<file path="src/rtl/pq_pkg.sv">
// pq_pkg: shared key/value widths, entry struct and PQ operation codes
package pq_pkg;
   localparam int KEY_WIDTH = 8;
   localparam int VAL_WIDTH = 8;
   typedef struct packed {
      logic [KEY_WIDTH-1:0] key;
      logic [VAL_WIDTH-1:0] val;
   } kv_t;
   typedef enum logic [1:0] {OP_NONE, OP_ENQ, OP_DEQ, OP_REPL} pq_op_t;
endpackage

</file>
<file path="src/rtl/pq_if.sv">
// pq_if: priority-queue request/response bundle
//   master drives enq/deq/kvi; slave drives kvo/ovalid/busy/empty/full
interface pq_if #(
   parameter int KW = pq_pkg::KEY_WIDTH,
   parameter int VW = pq_pkg::VAL_WIDTH
);
   logic          enq;
   logic          deq;
   logic [KW+VW-1:0] kvi;
   logic [KW+VW-1:0] kvo;
   logic          ovalid;
   logic          busy;
   logic          empty;
   logic          full;
   modport master (output enq, deq, kvi, input kvo, ovalid, busy, empty, full);
   modport slave  (input enq, deq, kvi, output kvo, ovalid, busy, empty, full);
endinterface

</file>
<file path="src/rtl/sa_pq_cell.sv">
// sa_pq_cell: one systolic PQ cell holding {v,kv}
//   clk, rst (async active-low), upd: apply op this edge, op: effective operation,
//   nkv: entry being inserted, lo_*/up_*: lower/upper neighbour state and compare,
//   v/kv: stored entry, lt: cell is empty or its key is strictly greater than nkv.key
module sa_pq_cell import pq_pkg::*; #(
   parameter bit HEAD = 1'b0
) (
   input  logic   clk,
   input  logic   rst,
   input  logic   upd,
   input  pq_op_t op,
   input  kv_t    nkv,
   input  logic   lo_v,
   input  kv_t    lo_kv,
   input  logic   lo_lt,
   input  logic   up_v,
   input  kv_t    up_kv,
   input  logic   up_lt,
   output logic   v,
   output kv_t    kv,
   output logic   lt
);
   logic ld_up, ld_lo, ld_new, nv;
   kv_t  nkv_d;
   assign lt = !v || (nkv.key < kv.key);
   // Replace is "drop head, then insert": the shifted-down image of this cell is the
   // upper neighbour, so the insert point is decided by up_lt and holding keeps the
   // entry that slides into the slot just below the insert point.
   assign ld_up  = op == OP_DEQ || (op == OP_REPL && !up_lt);
   assign ld_lo  = op == OP_ENQ && lt && lo_lt;
   assign ld_new = (op == OP_ENQ && lt && !lo_lt) || (op == OP_REPL && up_lt && (HEAD || !lt));
   always_comb begin
      nv    = ld_up ? up_v  : ld_lo ? lo_v  : ld_new ? 1'b1 : v;
      nkv_d = ld_up ? up_kv : ld_lo ? lo_kv : ld_new ? nkv  : kv;
   end
   always_ff @(posedge clk or negedge rst) begin
      if (!rst) begin
         v  <= 1'b0;
         kv <= '0;
      end else if (upd) begin
         v  <= nv;
         kv <= nkv_d;
      end
   end
endmodule

</file>
<file path="src/rtl/sa_pq_r.sv">
// sa_pq_r: reduced systolic-array priority queue (lowest key first, FIFO among ties)
//   clk, rst (async active-low), pq: pq_if slave port,
//   err {ovf,udf}: sticky drop flags, present only when SA_PQ_ERR_EN is defined
module sa_pq_r import pq_pkg::*; #(
   parameter int PQ_CAP    = 8,
   parameter int KEY_WIDTH = pq_pkg::KEY_WIDTH,
   parameter int VAL_WIDTH = pq_pkg::VAL_WIDTH
) (
   input logic clk,
   input logic rst,
`ifdef SA_PQ_ERR_EN
   output logic [1:0] err,
`endif
   pq_if.slave pq
);
   localparam int CW = $clog2(PQ_CAP + 1);
   typedef enum logic {ACCEPT, UPDATE} st_t;
   st_t st;
   pq_op_t op, eop;
   logic [KEY_WIDTH+VAL_WIDTH-1:0] lkv;
   logic [CW-1:0] cnt;
   logic empty_i, full_i, upd;
   // index 0 sits below the head, PQ_CAP+1 above the top: both read as empty slots
   logic va [PQ_CAP+2];
   logic la [PQ_CAP+2];
   kv_t  ka [PQ_CAP+2];
   assign empty_i = cnt == '0;
   assign full_i  = cnt == CW'(PQ_CAP);
   assign upd     = st == UPDATE;
   always_comb begin
      eop = (op == OP_ENQ && full_i) || (op == OP_DEQ && empty_i) ? OP_NONE :
            op == OP_REPL && empty_i ? OP_ENQ : op;
   end
   always_ff @(posedge clk or negedge rst) begin
      if (!rst) begin
         st  <= ACCEPT;
         op  <= OP_NONE;
         lkv <= '0;
         cnt <= '0;
      end else if (st == ACCEPT) begin
         if (pq.enq || pq.deq) begin
            op  <= pq.enq && pq.deq ? OP_REPL : pq.enq ? OP_ENQ : OP_DEQ;
            lkv <= pq.kvi;
            st  <= UPDATE;
         end
      end else begin
         cnt <= eop == OP_ENQ ? cnt + 1'b1 : eop == OP_DEQ ? cnt - 1'b1 : cnt;
         st  <= ACCEPT;
      end
   end
`ifdef SA_PQ_ERR_EN
   always_ff @(posedge clk or negedge rst) begin
      if (!rst) err <= 2'b00;
      else if (upd) err <= err | {op == OP_ENQ && full_i, op == OP_DEQ && empty_i};
   end
`endif
   assign va[0] = 1'b0;
   assign la[0] = 1'b0;
   assign ka[0] = '0;
   assign va[PQ_CAP+1] = 1'b0;
   assign la[PQ_CAP+1] = 1'b1;
   assign ka[PQ_CAP+1] = '0;
   for (genvar g = 0; g < PQ_CAP; g++) begin : g_cell
      sa_pq_cell #(.HEAD(g == 0)) u_cell (
         .clk(clk), .rst(rst), .upd(upd), .op(eop), .nkv(kv_t'(lkv)),
         .lo_v(va[g]), .lo_kv(ka[g]), .lo_lt(la[g]),
         .up_v(va[g+2]), .up_kv(ka[g+2]), .up_lt(la[g+2]),
         .v(va[g+1]), .kv(ka[g+1]), .lt(la[g+1])
      );
   end
   assign pq.kvo    = va[1] ? ka[1] : '0;
   assign pq.ovalid = va[1];
   assign pq.busy   = upd;
   assign pq.empty  = empty_i;
   assign pq.full   = full_i;
endmodule

</file>
<file path="src/flat_wrapper.sv">
// flat-port wrapper written by rule: the top's interface ports become plain ports
module sa_pq_r_flat import pq_pkg::*;
#(
   parameter int PQ_CAP    = 8,
   parameter int KEY_WIDTH = pq_pkg::KEY_WIDTH,
   parameter int VAL_WIDTH = pq_pkg::VAL_WIDTH
)
  (clk, rst, pq_enq, pq_deq, pq_kvi, pq_kvo, pq_ovalid, pq_busy, pq_empty, pq_full);
  pq_if pq_i ();
  input logic clk;
  input logic rst;
  input wire logic [$bits(pq_i.enq)-1:0] pq_enq;
  input wire logic [$bits(pq_i.deq)-1:0] pq_deq;
  input wire logic [$bits(pq_i.kvi)-1:0] pq_kvi;
  output wire logic [$bits(pq_i.kvo)-1:0] pq_kvo;
  output wire logic [$bits(pq_i.ovalid)-1:0] pq_ovalid;
  output wire logic [$bits(pq_i.busy)-1:0] pq_busy;
  output wire logic [$bits(pq_i.empty)-1:0] pq_empty;
  output wire logic [$bits(pq_i.full)-1:0] pq_full;
  assign pq_i.enq = pq_enq;
  assign pq_i.deq = pq_deq;
  assign pq_i.kvi = pq_kvi;
  assign pq_kvo = pq_i.kvo;
  assign pq_ovalid = pq_i.ovalid;
  assign pq_busy = pq_i.busy;
  assign pq_empty = pq_i.empty;
  assign pq_full = pq_i.full;
  sa_pq_r #(.PQ_CAP(PQ_CAP), .KEY_WIDTH(KEY_WIDTH), .VAL_WIDTH(VAL_WIDTH)) u_core (.clk(clk), .rst(rst), .pq(pq_i));
endmodule
</file>
<file path="config.mk">
export PLATFORM = sky130hd
export DESIGN_NAME = sa_pq_r_flat
export DESIGN_NICKNAME = d
export VERILOG_FILES = /design/src/rtl/pq_pkg.sv /design/src/rtl/pq_if.sv /design/src/rtl/sa_pq_cell.sv /design/src/rtl/sa_pq_r.sv /design/src/flat_wrapper.sv
export SDC_FILE = /design/constraint.sdc
export NUM_CORES = 1
export LEC_CHECK = 0
export BUFFER_PORTS_ARGS = -buffer_cell sky130_fd_sc_hd__buf_2
export CAP_MARGIN = 20
export CELL_PAD_IN_SITES_DETAIL_PLACEMENT = 1
export CELL_PAD_IN_SITES_GLOBAL_PLACEMENT = 1
export CORE_MARGIN = 2
export CORE_UTILIZATION = 40
export CTS_CLUSTER_SIZE = 12
export DETAILED_ROUTE_END_ITERATION = 12
export GPL_ROUTABILITY_DRIVEN = 0
export HOLD_SLACK_MARGIN = 0.12
export PLACE_DENSITY_LB_ADDON = 0.1
export SKIP_LAST_GASP = 1
export SLEW_MARGIN = 20
export SYNTH_ARGS = -nofsm -noshare
export SYNTH_HDL_FRONTEND = slang
export SYNTH_SLANG_ARGS = --single-unit
export TNS_END_PERCENT = 5
</file>
<file path="constraint.sdc">
create_clock -name clk -period 7.53 [get_ports clk]
set_clock_uncertainty 0.05 [all_clocks]
set_input_delay 0.753 -clock clk [delete_from_list [all_inputs] [get_ports clk]]
set_output_delay 0.753 -clock clk [all_outputs]
set_load 0.02 [all_outputs]
</file>
==> impl_metrics.json, run 1 <==
{
  "synthDominantCellAreaShare_pct": 39.4,
  "peakVddDrop_uv": 173,
  "synth-edff-count": 0,
  "finalCritPeriodShare_pct": 50.0,
  "cts.path.max_buffers": 2,
  "clk_latency_ps": 440,
  "total_power_uw": 4950,
  "drtIter0Drc": 335,
  "cts_setup_buffers": 0,
  "antenna_found_initial": 0,
  "die_h_um": 163,
  "grt_max_degree": 91,
  "io_buffers": 39,
  "hold_buffers": 0,
  "yosys_most_used_dff": "dfrtp_1",
  "finalSetupTns_ps": 0,
  "grt_usage_pct": 22.3,
  "synth_warnings": 0,
  "firstDrtPassIters": 4,
  "cp_slowest_cell": "ha_1",
  "root_buffer": "clkbuf_16",
  "overflow": 0,
  "clk_pin_slew_worst_paths_ps": 70,
  "via_count": 7909,
  "via_per_inst": 5.55,
  "worstPathArrival_ps": 4080,
  "p_int_uw": 2720,
  "min_period_ps": 3770,
  "area_delta_synth_final_pct": 10.7,
  "core_um2": 25000,
  "grt_pass1_vias": 8466,
  "start_util_pct": 40.5,
  "postSynthCellCount": 1073,
  "grt_pass1_wl_um": 46500,
  "r2r_slack_ps": 3760,
  "worstReg2RegEnd": "u_core.g_cell[6].u_cell.kv[7]",
  "synthTopCellsByArea": "dfrtp_1 (39%), mux2i_1 (12%), ha_1 (7.6%)",
  "startpoint_type": "flip-flop",
  "nNetsFinal": 1163,
  "cts_resized": 0,
  "synth_cell_type_count": 58,
  "p_switching_uw": 2220,
  "seqPwrFrac_pct": 32.5,
  "relSlewSlack_pct": 28.2,
  "worstReg2RegStart": "u_core.cnt[1]",
  "pwr-share-clk_pct": 18.5,
  "die_width_um": 163,
  "ant_nets": 0,
  "multiInputGateArea_um2": 5510,
  "clkSinkCount": 159,
  "nFillCells": 2889,
  "ys_seq_area_share_pct": 39.4,
  "end_kind": "flip-flop",
  "maxCapViolCount": 0,
  "rsz0062_at_grt": "false",
  "antennaDiodeCount": 0,
  "fmax_mhz": 265,
  "setup_violations": 0,
  "dp_hpwl_um": 19700,
  "numCtsBuffers": 17,
  "syn_nets": 1155,
  "avgSynthCellArea_um2": 9.41,
  "avgRoutedWirePerCell_um": 19.8,
  "drive_gt1_share_pct": 14.5,
  "final_max_slew_viol_count": 0,
  "io_pins": 40,
  "worst_slew_pin_slew_ps": 1070,
  "synthTopCellsByCount": "dfrtp_1 (159), nand2_1 (136), mux2i_1 (123)",
  "outcome": "finished, final reports clean",
  "remaining_drc_errors": 0,
  "path_cells": "nor3_1 -> nand2_1 -> o21a_1 -> inv_1 -> ha_1 -> clkinv_1 -> o2111ai_1 -> o21ai_2 -> nor2_1 -> buf_4 -> a221o_1",
  "p_comb_share_pct": 49.0,
  "ys_async_sr_fraction_pct": 100,
  "p_leak_uw": 0.00573,
  "cp-endpoint": "u_core.g_cell[6].u_cell.kv[7]",
  "synth_top_area_cell": "dfrtp_1",
  "htreeDepth": 4,
  "sw_frac_of_total_pct": 44.9,
  "critical_path_class": "reg2reg",
  "ys_ff_latch": 159,
  "cp-startpoint": "u_core.cnt[1]",
  "slowest_delay_ps": 620,
  "p_per_area_nw_per_um2": 443,
  "min_path_type": "in2async",
  "r2r_cells": 11,
  "cts_tree": "done",
  "rows": 58,
  "crit_fanout": 19,
  "finalHoldViolCount": 0,
  "wirelength_um": 28200,
  "netlist_area_um2": 10100,
  "crit_required_ps": 7840,
  "die_area_um2": 26500,
  "register_area_um2": 3980,
  "yosysMostFrequentCell": "dfrtp_1"
}
-- layout make-up --
type	count	share of cell area (%)
Multi-Input combinational cell	761	49.3
Clock inverter	14	1.55
Inverter	84	2.82
Sequential cell	159	35.6
Clock buffer	18	3.93
Timing Repair Buffer	58	3.08
Tap cell	330	3.69
-- layout by cell type (no fill, tap or decap), drive strengths merged, types with 2 or more instances in the layout --
cell type and count:
nor3b 2, clkbuf 18, a2111o 3, a21o 20
mux2 50, nand3 25, clkinvlp 3, nor3 3
a21oi 48, inv 88, nand2 137, o31ai 4
a211oi 20, o21ai 91, o221ai 17, o21a 5
o2111ai 2, mux2i 123, ha 61, nor2b 2
o211ai 5, a221o 16, buf 58, xor2 2
a32oi 2, a211o 4, and2 10, a31oi 4
dfrtp 159, a22oi 3, nand2b 8, nor4 3
nor2 79, clkinv 6, xnor2 2
-- sequential cells by signal (all words and copies together), names as in the netlist --
| signal | cells |
|---|---|
| u_core.cnt | 4 |
| u_core.g_cell.u_cell.kv | 128 |
| u_core.g_cell.u_cell.v | 8 |
| u_core.lkv | 16 |
| u_core.op | 2 |
| u_core.pq.busy | 1 |
-- per-stage QoR --
stage,hold WS (ps),instance area [µm²],instances,utilization [%],setup slack (ps)
after detailed placement,427,10600,1392,42.3,3790
after floorplan,395,10100,1073,-,4080
after CTS,389,11200,1424,44.7,3760
after global routing,416,11200,1424,44.8,3440
after global placement,418,10600,1392,42.3,3860
final,360,11200,1424,44.8,3760
-- critical path: cells and delay by family (launching register included) --
kind / cells / cell delay, ps
AO/OA/AOI/OAI: 4 / 980
adder cells (fa/ha/maj): 1 / 620
buffers and inverters: 3 / 880
flip-flops: 1 / 420
AND/OR/NAND/NOR: 3 / 750
-- logic make-up after synthesis --
kind of cell	synth area share, %
AOI/OAI and AO/OA	17.0
xor gates and xnor gates	0.347
adders and majority gates	7.76
buffers and inverters	6.29
DFF	39.4
muxes	17.8
and+or+nand+nor	11.4
-- power groups by stage --
stage	combinational [µW]	clock (µW)	sequential [µW]
final	2420	917	1610
after CTS	2450	937	1610
after detailed placement	2440	0	1620
after global routing	2750	968	1660
after floorplan	1930	0	1440
after global placement	2370	0	1620
-- per-layer routing --
metal | part of all wire, % | GRT usage (%) | vias to the layer above
li1 | - | - | 3793
met1 | 47 | 29.4 | 4029
met2 | 50 | 38.7 | 64
met3 | 1.6 | 2.75 | 23
met4 | 1.2 | 5.55 | 0
met5 | 0 | 0 | -
-- worst min-delay path by stage --
stage,start,slack [ps],depth (start not counted),end
global route,rst,420,1,u_core.g_cell[7].u_cell.kv[10]
detailed placement,u_core.g_cell[7].u_cell.kv[7],430,2,u_core.g_cell[7].u_cell.kv[7]
global placement,u_core.g_cell[7].u_cell.kv[2],420,2,u_core.g_cell[7].u_cell.kv[2]
floorplan,u_core.op[0],400,2,u_core.op[0]
CTS,rst,390,1,u_core.g_cell[7].u_cell.kv[9]
finish,rst,360,1,u_core.g_cell[7].u_cell.kv[10]
No activity file was read; power rests on OpenSTA's default activity.
==> run 2: changes to the inputs <==
clock period = 3.5 ns   (was 7.53 ns; I/O delays follow)
==> impl_metrics.json, run 2 (synthesis gave the netlist of run 1 again) <==
{
  "via_count": 8012,
  "grt_max_degree": 74,
  "setup_violations": 0,
  "antennaDiodeCount": 0,
  "cts_tree": "done",
  "cp-startpoint": "u_core.cnt[0]",
  "final_max_slew_viol_count": 0,
  "finalSetupTns_ps": 0,
  "numCtsBuffers": 17,
  "grtUsageMet3_pct": 2.88,
  "grt_pass1_vias": 8707,
  "end_kind": "flip-flop",
  "nFillCells": 2896,
  "layout_commonest_cell": "dfrtp_1",
  "drive_gt1_share_pct": 16.5,
  "root_buffer": "clkbuf_16",
  "relSlewSlack_pct": 30.1,
  "total_power_uw": 10700,
  "register_area_um2": 3980,
  "cts.path.max_buffers": 2,
  "cts_setup_buffers": 0,
  "top_register": "u_core.g_cell.u_cell.kv",
  "clk_pin_slew_worst_paths_ps": 80,
  "clk_latency_ps": 440,
  "dp_hpwl_um": 20900,
  "finalHoldViolCount": 0,
  "die_h_um": 163,
  "die_width_um": 163,
  "p_leak_uw": 0.00595,
  "avgRoutedWirePerCell_um": 19.2,
  "peakVddDrop_uv": 324,
  "clkSinkCount": 159,
  "final_util_pct": 46.5,
  "outcome": "finished, final reports clean",
  "htreeDepth": 4,
  "remaining_drc_errors": 0,
  "cp-endpoint": "u_core.g_cell[2].u_cell.kv[6]",
  "fmax_mhz": 305,
  "min_period_ps": 3280,
  "firstDrtPassIters": 4,
  "final_area_um2": 11600,
  "most-common-layout-cells": "dfrtp_1 (159), nand2_1 (136), mux2i_1 (123), inv_1 (80), o21ai_0 (79)",
  "worstPathArrival_ps": 3570,
  "grt_pass1_wl_um": 46700,
  "placed_cell_area_um2": 10800,
  "start_util_pct": 40.5,
  "finalCritPeriodShare_pct": 93.6,
  "p_per_area_nw_per_um2": 924,
  "overflow": 0,
  "io_buffers": 39,
  "min_path_type": "in2async",
  "r2r_slack_ps": 220,
  "r2r_cells": 10,
  "critical_path_class": "reg2reg",
  "antenna_found_initial": 0,
  "grt_usage_pct": 22.5,
  "die_area_um2": 26500,
  "via_per_inst": 5.45,
  "dp.cells": 1420,
  "stdcell_count": 1471,
  "met2_usage_pct": 40.5,
  "wirelength_um": 28300,
  "crit_fanout": 16,
  "rows": 58,
  "io_pins": 40,
  "drtIter0Drc": 351,
  "reg_top3": "u_core.g_cell.u_cell.kv x128, u_core.lkv x16, u_core.g_cell.u_cell.v x8",
  "grt-busiest-layer": "met2",
  "largest_reg_flops": 128,
  "ant_nets": 0,
  "core_um2": 25000,
  "grtUsageMet1_pct": 28.6,
  "rsz0062_at_grt": "false",
  "startpoint_type": "flip-flop",
  "worstReg2RegEnd": "u_core.g_cell[2].u_cell.kv[6]",
  "multiInputGateArea_um2": 5520,
  "nNetsFinal": 1210,
  "worst_slew_pin_slew_ps": 1050,
  "crit_required_ps": 3800,
  "worstReg2RegStart": "u_core.cnt[0]",
  "area_delta_synth_final_pct": 14.9,
  "maxCapViolCount": 0
}
[run 2: what timing repair did]
action	in CTS	in global routing
endpoints found under the hold margin	88	0
hold buffers	19	0
setup endpoints to repair	0	2
resized for setup	0	1
[run 2: per-stage QoR]
stage	hold WS, ps	setup slack, ps
4_1_cts	445	243
3_3_place_gp	398	305
5_1_grt	473	48.4
2_1_floorplan	4.41	46.8
6_report	430	222
3_5_place_dp	396	297
[run 2: power breakdown]
group	leakage, µW	switching, µW	internal [µW]
Combinational	0.00367	3050	2380
Sequential	0.00199	828	2600
Clock	0.000286	911	957
[run 2: worst min-delay path by stage]
stage / slack (ps) / cells after the start / end / from
CTS: 440 / 2 / u_core.op[0] / u_core.op[0]
global route: 470 / 1 / u_core.cnt[3] / u_core.cnt[3]
detailed placement: 400 / 1 / u_core.g_cell[7].u_cell.v / rst
global placement: 400 / 1 / u_core.g_cell[7].u_cell.v / rst
floorplan: 4 / 0 / u_core.cnt[0] / rst
finish: 430 / 2 / u_core.g_cell[7].u_cell.v / rst
[run 2: routing by layer]
metal / wire length, µm / part of all wire [%]
met1: 13000 / 46
met2: 14300 / 51
met3: 534 / 1.9
met4: 425 / 1.5
met5: 0 / 0
[run 2: worst max-delay path, stage by stage, from the launching register on]
cell and delay (ps):
dfrtp_1 440, nor3_1 190, nand2_1 90, o21a_1 210, inv_1 60, ha_1 400, clkinv_1 340, nor2_1 270
a311o_1 580, nand2_4 290, o221ai_1 260
[run 2: cell type report]
type,count,share of cell area (%)
multi-input combinational,761,47.5
sequential,159,34.3
timing repair buffer,105,6.85
clock buffer,17,3.67
tap,330,3.56
inverter,84,2.72
clock inverter,15,1.39
